### src/rtl/writeback.sv
// writeback: commit stage downstream of execute.
// Serializes up to two operand writes (opnd0 then opnd1) onto one register-file
// write port and one valid/ready memory write port. It also owns the
// architectural EFLAGS register, which is updated only on the retire cycle.
//
// Optional feature: define WRITEBACK_RETIRE_COUNT_EN to build the retired-
// instruction counter. When it is undefined, retire_count is tied to zero.
//
// Ports:
//   clk, rst            clock, asynchronous active-high reset
//   in_valid/in_ready   execute-result handshake (ready only while idle)
//   opnd0_w/opnd1_w     result data for destinations 0 and 1
//   exe_eflags/flags_we prospective EFLAGS and its commit enable
//   dst*_kind/reg/addr  destination descriptors (0 none, 1 reg, 2 mem, 3 reserved)
//   opnd_size           0 = 8-bit, 1 = 16-bit, 2/3 = 32-bit
//   rf_*                register-file write port
//   mem_*               memory write port (mem_wvalid/mem_wready handshake)
//   eflags_q            architectural EFLAGS
//   retire              one-cycle commit pulse
//   wb_err              sticky flag: reserved destination kind seen
//   retire_count        retired-instruction count (zero unless feature built)
module writeback #(
    parameter logic [31:0] EFLAGS_RESET = 32'h0000_0002
) (
    input  logic        clk,
    input  logic        rst,
    input  logic        in_valid,
    output logic        in_ready,
    input  logic [31:0] opnd0_w,
    input  logic [31:0] opnd1_w,
    input  logic [31:0] exe_eflags,
    input  logic        flags_we,
    input  logic [1:0]  dst0_kind,
    input  logic [1:0]  dst1_kind,
    input  logic [2:0]  dst0_reg,
    input  logic [2:0]  dst1_reg,
    input  logic [31:0] dst0_addr,
    input  logic [31:0] dst1_addr,
    input  logic [1:0]  opnd_size,
    output logic        rf_we,
    output logic [2:0]  rf_idx,
    output logic [31:0] rf_data,
    output logic [3:0]  rf_bmask,
    output logic        mem_wvalid,
    input  logic        mem_wready,
    output logic [31:0] mem_addr,
    output logic [31:0] mem_wdata,
    output logic [3:0]  mem_wmask,
    output logic [31:0] eflags_q,
    output logic        retire,
    output logic        wb_err,
    output logic [31:0] retire_count
);

    localparam logic [1:0] KIND_NONE = 2'd0;
    localparam logic [1:0] KIND_REG  = 2'd1;
    localparam logic [1:0] KIND_MEM  = 2'd2;
    localparam logic [1:0] KIND_RSVD = 2'd3;

    typedef enum logic [1:0] {IDLE, WB0, WB1, RETIRE} state_t;

    state_t state, state_nx;

    logic [31:0] d0_q, d1_q, a0_q, a1_q, efl_q;
    logic [1:0]  k0_q, k1_q, size_q;
    logic [2:0]  r0_q, r1_q;
    logic        fwe_q;

    logic [1:0]  slot_kind;
    logic [2:0]  slot_reg;
    logic [31:0] slot_data;
    logic [31:0] slot_addr;
    logic        slot_done;

    function automatic logic slot_active(input logic [1:0] kind);
        return (kind == KIND_REG) || (kind == KIND_MEM);
    endfunction

    function automatic logic [3:0] size_mask(input logic [1:0] size);
        case (size)
            2'd0:    return 4'b0001;
            2'd1:    return 4'b0011;
            default: return 4'b1111;
        endcase
    endfunction

    // State register
    always_ff @(posedge clk or posedge rst) begin
        if (rst) state <= IDLE;
        else     state <= state_nx;
    end

    // Current write slot: descriptor of the destination being committed
    always_comb begin
        slot_kind = KIND_NONE;
        slot_reg  = 3'd0;
        slot_data = 32'd0;
        slot_addr = 32'd0;
        if (state == WB0) begin
            slot_kind = k0_q;
            slot_reg  = r0_q;
            slot_data = d0_q;
            slot_addr = a0_q;
        end else if (state == WB1) begin
            slot_kind = k1_q;
            slot_reg  = r1_q;
            slot_data = d1_q;
            slot_addr = a1_q;
        end
        // A memory slot waits for the handshake; a register slot takes one cycle
        slot_done = (slot_kind != KIND_MEM) || mem_wready;
    end

    // Next-state logic; inactive slots are skipped outright
    always_comb begin
        state_nx = state;
        case (state)
            IDLE: begin
                if (in_valid) begin
                    if (slot_active(dst0_kind))      state_nx = WB0;
                    else if (slot_active(dst1_kind)) state_nx = WB1;
                    else                             state_nx = RETIRE;
                end
            end
            WB0: begin
                if (slot_done) state_nx = slot_active(k1_q) ? WB1 : RETIRE;
            end
            WB1: begin
                if (slot_done) state_nx = RETIRE;
            end
            RETIRE:  state_nx = IDLE;
            default: state_nx = IDLE;
        endcase
    end

    // Output decode from state and latched operands
    always_comb begin
        in_ready   = 1'b0;
        retire     = 1'b0;
        rf_we      = 1'b0;
        rf_idx     = 3'd0;
        rf_data    = 32'd0;
        rf_bmask   = 4'd0;
        mem_wvalid = 1'b0;
        mem_addr   = 32'd0;
        mem_wdata  = 32'd0;
        mem_wmask  = 4'd0;
        if (state == IDLE)   in_ready = 1'b1;
        if (state == RETIRE) retire   = 1'b1;
        if (slot_kind == KIND_REG) begin
            rf_we = 1'b1;
            // 8-bit writes to indices 4-7 target the high byte of regs 0-3
            if (size_q == 2'd0 && slot_reg[2]) begin
                rf_idx   = {1'b0, slot_reg[1:0]};
                rf_bmask = 4'b0010;
                rf_data  = {16'd0, slot_data[7:0], 8'd0};
            end else begin
                rf_idx   = slot_reg;
                rf_bmask = size_mask(size_q);
                rf_data  = slot_data;
            end
        end
        if (slot_kind == KIND_MEM) begin
            mem_wvalid = 1'b1;
            mem_addr   = slot_addr;
            mem_wdata  = slot_data;
            mem_wmask  = size_mask(size_q);
        end
    end

    // Operand latch, sticky error flag and architectural EFLAGS
    always_ff @(posedge clk or posedge rst) begin
        if (rst) begin
            d0_q     <= 32'd0;
            d1_q     <= 32'd0;
            a0_q     <= 32'd0;
            a1_q     <= 32'd0;
            efl_q    <= 32'd0;
            k0_q     <= KIND_NONE;
            k1_q     <= KIND_NONE;
            size_q   <= 2'd0;
            r0_q     <= 3'd0;
            r1_q     <= 3'd0;
            fwe_q    <= 1'b0;
            wb_err   <= 1'b0;
            eflags_q <= EFLAGS_RESET;
        end else begin
            if (state == IDLE && in_valid) begin
                d0_q   <= opnd0_w;
                d1_q   <= opnd1_w;
                a0_q   <= dst0_addr;
                a1_q   <= dst1_addr;
                efl_q  <= exe_eflags;
                k0_q   <= dst0_kind;
                k1_q   <= dst1_kind;
                size_q <= opnd_size;
                r0_q   <= dst0_reg;
                r1_q   <= dst1_reg;
                fwe_q  <= flags_we;
                if (dst0_kind == KIND_RSVD || dst1_kind == KIND_RSVD) wb_err <= 1'b1;
            end
            // Flags become visible only once the whole instruction has committed
            if (state == RETIRE && fwe_q) eflags_q <= efl_q | 32'h0000_0002;
        end
    end

`ifdef WRITEBACK_RETIRE_COUNT_EN
    logic [31:0] retire_cnt_q;

    // Retired-instruction counter, wraps naturally
    always_ff @(posedge clk or posedge rst) begin
        if (rst)                  retire_cnt_q <= 32'd0;
        else if (state == RETIRE) retire_cnt_q <= retire_cnt_q + 32'd1;
    end

    assign retire_count = retire_cnt_q;
`else
    assign retire_count = 32'd0;
`endif

endmodule

### config.mk
export PLATFORM = sky130hd
export DESIGN_NAME = writeback
export DESIGN_NICKNAME = d
export VERILOG_FILES = /design/src/rtl/writeback.sv
export SDC_FILE = /design/constraint.sdc
export NUM_CORES = 1
export LEC_CHECK = 0
export CORE_MARGIN = 2
export CORE_UTILIZATION = 48
export DETAILED_ROUTE_END_ITERATION = 10
export PLACE_DENSITY = 0.86
export REMOVE_ABC_BUFFERS = 1
export SYNTH_ARGS = -nofsm -noshare
export SYNTH_HDL_FRONTEND = slang
export SYNTH_SLANG_ARGS = --single-unit
### constraint.sdc
create_clock -name clk -period 10.3 [get_ports clk]
set_input_delay 2.06 -clock clk [delete_from_list [all_inputs] [get_ports clk]]
set_output_delay 2.06 -clock clk [all_outputs]
set_load 0.01 [all_outputs]
==> impl_metrics.toml <==
[setup_path]
required_ns = 8.24
critical_path.cell_chain = "inv_1, ha_4, buf_4, nand2_1, o22a_1, or2_1, nor2_1, clkdlybuf4s50_1"
arrival_ns = 4.60
cp_slowest_stage_delay_ns = 0.72
startpoint_type = "flop"
cp_slowest_cell = "sky130_fd_sc_hd__ha_4"
critical_path.endpoint_type = "primary output"
cp_max_fo = 80
timing.setup.critical_path_class = "flop to primary output"

[routing]
wl_per_cell_um = 18.0
wl_met3_um = 2330
met1Wirelength_um = 9770
totalWireLength_um = 25500
routed_via_density = 5.10
antenna_violating_nets_post_route = 0
top_layer = "met4"
dr_total_vias = 7226
detail_route.drc_violations = 0
drt_first_iter_violations = 261
wl_met2_um = 12600
first_pass_iters = 5

[yosys]
syn-cell-area_sq_um = 9580
ys_seq_area_frac = 0.538
yosys-top-cells-area = "sky130_fd_sc_hd__dfrtp_1, sky130_fd_sc_hd__mux2_2, sky130_fd_sc_hd__nor2_1, sky130_fd_sc_hd__a21oi_1, sky130_fd_sc_hd__buf_4"
ys.flop_type = "sky130_fd_sc_hd__dfrtp_1"
synth_top_area_share = 0.538
mean_instance_size_in_the_synthesized_netlist_sq_um = 11.3
synthCells = 850
async_set_or_reset_register_ratio_after_synthesis = 1.00
synth_enable_flop_cells = 0
synthDistinctLibCells = 30
yosysTopAreaCell = "sky130_fd_sc_hd__dfrtp_1"
ff_latch_count_synth = 206
warnings_from_yosys = 0

[floorplanning]
core_area_sq_um = 19500
floorplan.io_pins = 353
fp.dieW_um = 145
design.die.area_sq_um = 21100
start_util = 0.490
placementRows = 51
chipHeight_um = 145

[finish]
drive_above_1_share = 0.217
fill_cells = 1407
antennaDiodeCount = 0
area_growth_syn_to_layout_pct = 40.7
nNetsFinal = 1321
layout_commonest_cell = "sky130_fd_sc_hd__clkdlybuf4s50_1"
final_cell_count_no_fill = 1416
area_of_the_multi_input_gates_sq_um = 3980
final-seq-area_sq_um = 5150
layout.cells.most_common_list = "sky130_fd_sc_hd__clkdlybuf4s50_1, sky130_fd_sc_hd__dfrtp_1, sky130_fd_sc_hd__mux2_2"

[power]
total_leakage_power_uw = 0.00562
ir_drop_uv = 211
powerDensity_nw_per_um2 = 288

[clock_network]
max-clock-path-buffers = 3
holdBufCountCts = 0
clock_insertion_delay_worst_skew_ns = 0.50
tritoncts_num_sinks = 206
path_clk_slew_ns = 0.06
cts_post_setup_buffers_inserted = 0
tritoncts = "yes"
post_cts_resized = 0
cts-root-buf = "sky130_fd_sc_hd__clkbuf_16"
cts_htree_levels = 1
tritoncts.num_buffers = 23

[timing]
layout_worst_path_cycle_share = 0.647
layout_setup_ws_ns = 3.64
maxClockFrequency_mhz = 150
finalClockSkew_ns = 0.00895
report.final.setup_viol = 0
slew-limit-headroom = 0.311
max_slew.worst_pin.slew_ns = 1.03
setup_total_negative_slack_ns = 0
final.min_clock_period_ns = 6.66
unrepaired_setup_endpoints_after_global_routing = "false"
hold_viol_final = 0
slew_violations = 0

[placement]
gp_congestion = 0.785
dp_hpwl_um = 17000
preCtsSetupSlack_ns = 4.14
place.port_buffers = 318
dpl.cell_count = 1378

[global_routing]
number_of_global_route_vias_before_repair = 7451
maximum_number_of_pins_on_one_net_before_global_route_repair = 139
grt_antenna_before_repair = 0
gr-total-overflow = 0
wire_length_of_the_first_global_routing_pass_um = 40200
grtUsageTotal = 0.236

[outcome]
outcome = "completed"

[flow_run]
cap_viol_max_count = 0

[min_path]
holdCritPathClass = "flop to flop"
## final timing paths
| check | slack (ns) | end | cells past startpoint | from |
|---|---|---|---|---|
| worst max-delay path | 3.64 | rf_data[4] | 8 | state[1] |
| worst min-delay path | 0.48 | wb_err | 1 | wb_err |
| worst max register to register | 6.79 | state[0] | 8 | state[0] |
| worst min register to register | 0.48 | wb_err | 1 | wb_err |
| max in group asynchronous | 6.61 | efl_q[22] | 3 | rst |
| min in group asynchronous | 2.19 | efl_q[26] | 2 | rst |
## cell type report
type	instances	share of cell area
Multi-Input combinational cell	573	0.295
Timing Repair Buffer	326	0.241
Tap cell	265	0.0246
Sequential cell	206	0.383
Clock inverter	6	0.00613
Inverter	8	0.00279
Clock buffer	32	0.0475
## metrics by stage
stage | instance area [sq um] | utilization | hold slack, ns | power [uW]
after CTS | 13500 | 0.690 | 0.478 | 3910
after global placement | 12700 | 0.653 | 0.459 | 3020
after global routing | 13500 | 0.690 | 0.510 | 4110
final | 13500 | 0.690 | 0.480 | 3880
after detailed placement | 12700 | 0.653 | 0.462 | 3090
after floorplan | 9140 | - | 0.475 | 2480
## critical path: cells and delay by family, from the launching register on
kind	cells	cell delay (ns)
AO/OA/AOI/OAI	1	0.44
adder cells (fa/ha/maj)	1	0.72
buffers and inverters	3	1.36
flip-flops	1	0.40
AND/OR/NAND/NOR	3	1.08
## sequential cells by signal (all words and copies together), names as in the netlist
name	cells
d1_q	32
d0_q	32
r0_q	3
k1_q	2
r1_q	3
size_q	2
k0_q	2
a1_q	32
eflags_q	31
wb_err	1
fwe_q	1
state	2
a0_q	32
efl_q	31
## power breakdown
part           total (uW)  switching, uW  internal [uW]
clock network         794            314            479
logic                1630            778            853
registers            1450            222           1230
## routing by layer
layer / GRT usage / vias to the layer above
met2: 0.408 / 287
met1: 0.282 / 3509
met3: 0.0689 / 55
met5: 0 / -
li1: - / 3375
met4: 0.0804 / 0
## logic make-up (layout without fill, tap and decap cells)
logic type               after synthesis  count (layout)  share of synthesized area
buffers and inverters                102             372                     0.0608
flip-flops                           206             206                      0.538
other                                  2              33                   0.000784
AO/OA/AOI/OAI                         91              91                     0.0550
AND/OR/NAND/NOR                      238             238                     0.0959
multiplexers                         205             205                      0.241
adder cells (fa/ha/maj)                6               6                    0.00784
## cell usage after synthesis, types with 2 or more instances
cell / n
sky130_fd_sc_hd__nand2_1: 70
sky130_fd_sc_hd__inv_1: 8
sky130_fd_sc_hd__ha_1: 6
sky130_fd_sc_hd__mux2_2: 203
sky130_fd_sc_hd__dfrtp_1: 206
sky130_fd_sc_hd__a22oi_1: 2
sky130_fd_sc_hd__nand2b_1: 3
sky130_fd_sc_hd__o22a_1: 2
sky130_fd_sc_hd__nor2_1: 158
sky130_fd_sc_hd__clkbuf_1: 25
sky130_fd_sc_hd__a21oi_1: 65
sky130_fd_sc_hd__buf_1: 3
sky130_fd_sc_hd__buf_4: 39
sky130_fd_sc_hd__conb_1: 2
sky130_fd_sc_hd__buf_2: 24
sky130_fd_sc_hd__nor2b_1: 3
sky130_fd_sc_hd__buf_6: 3
sky130_fd_sc_hd__a211oi_1: 16
(Power assumes the default switching activity.)
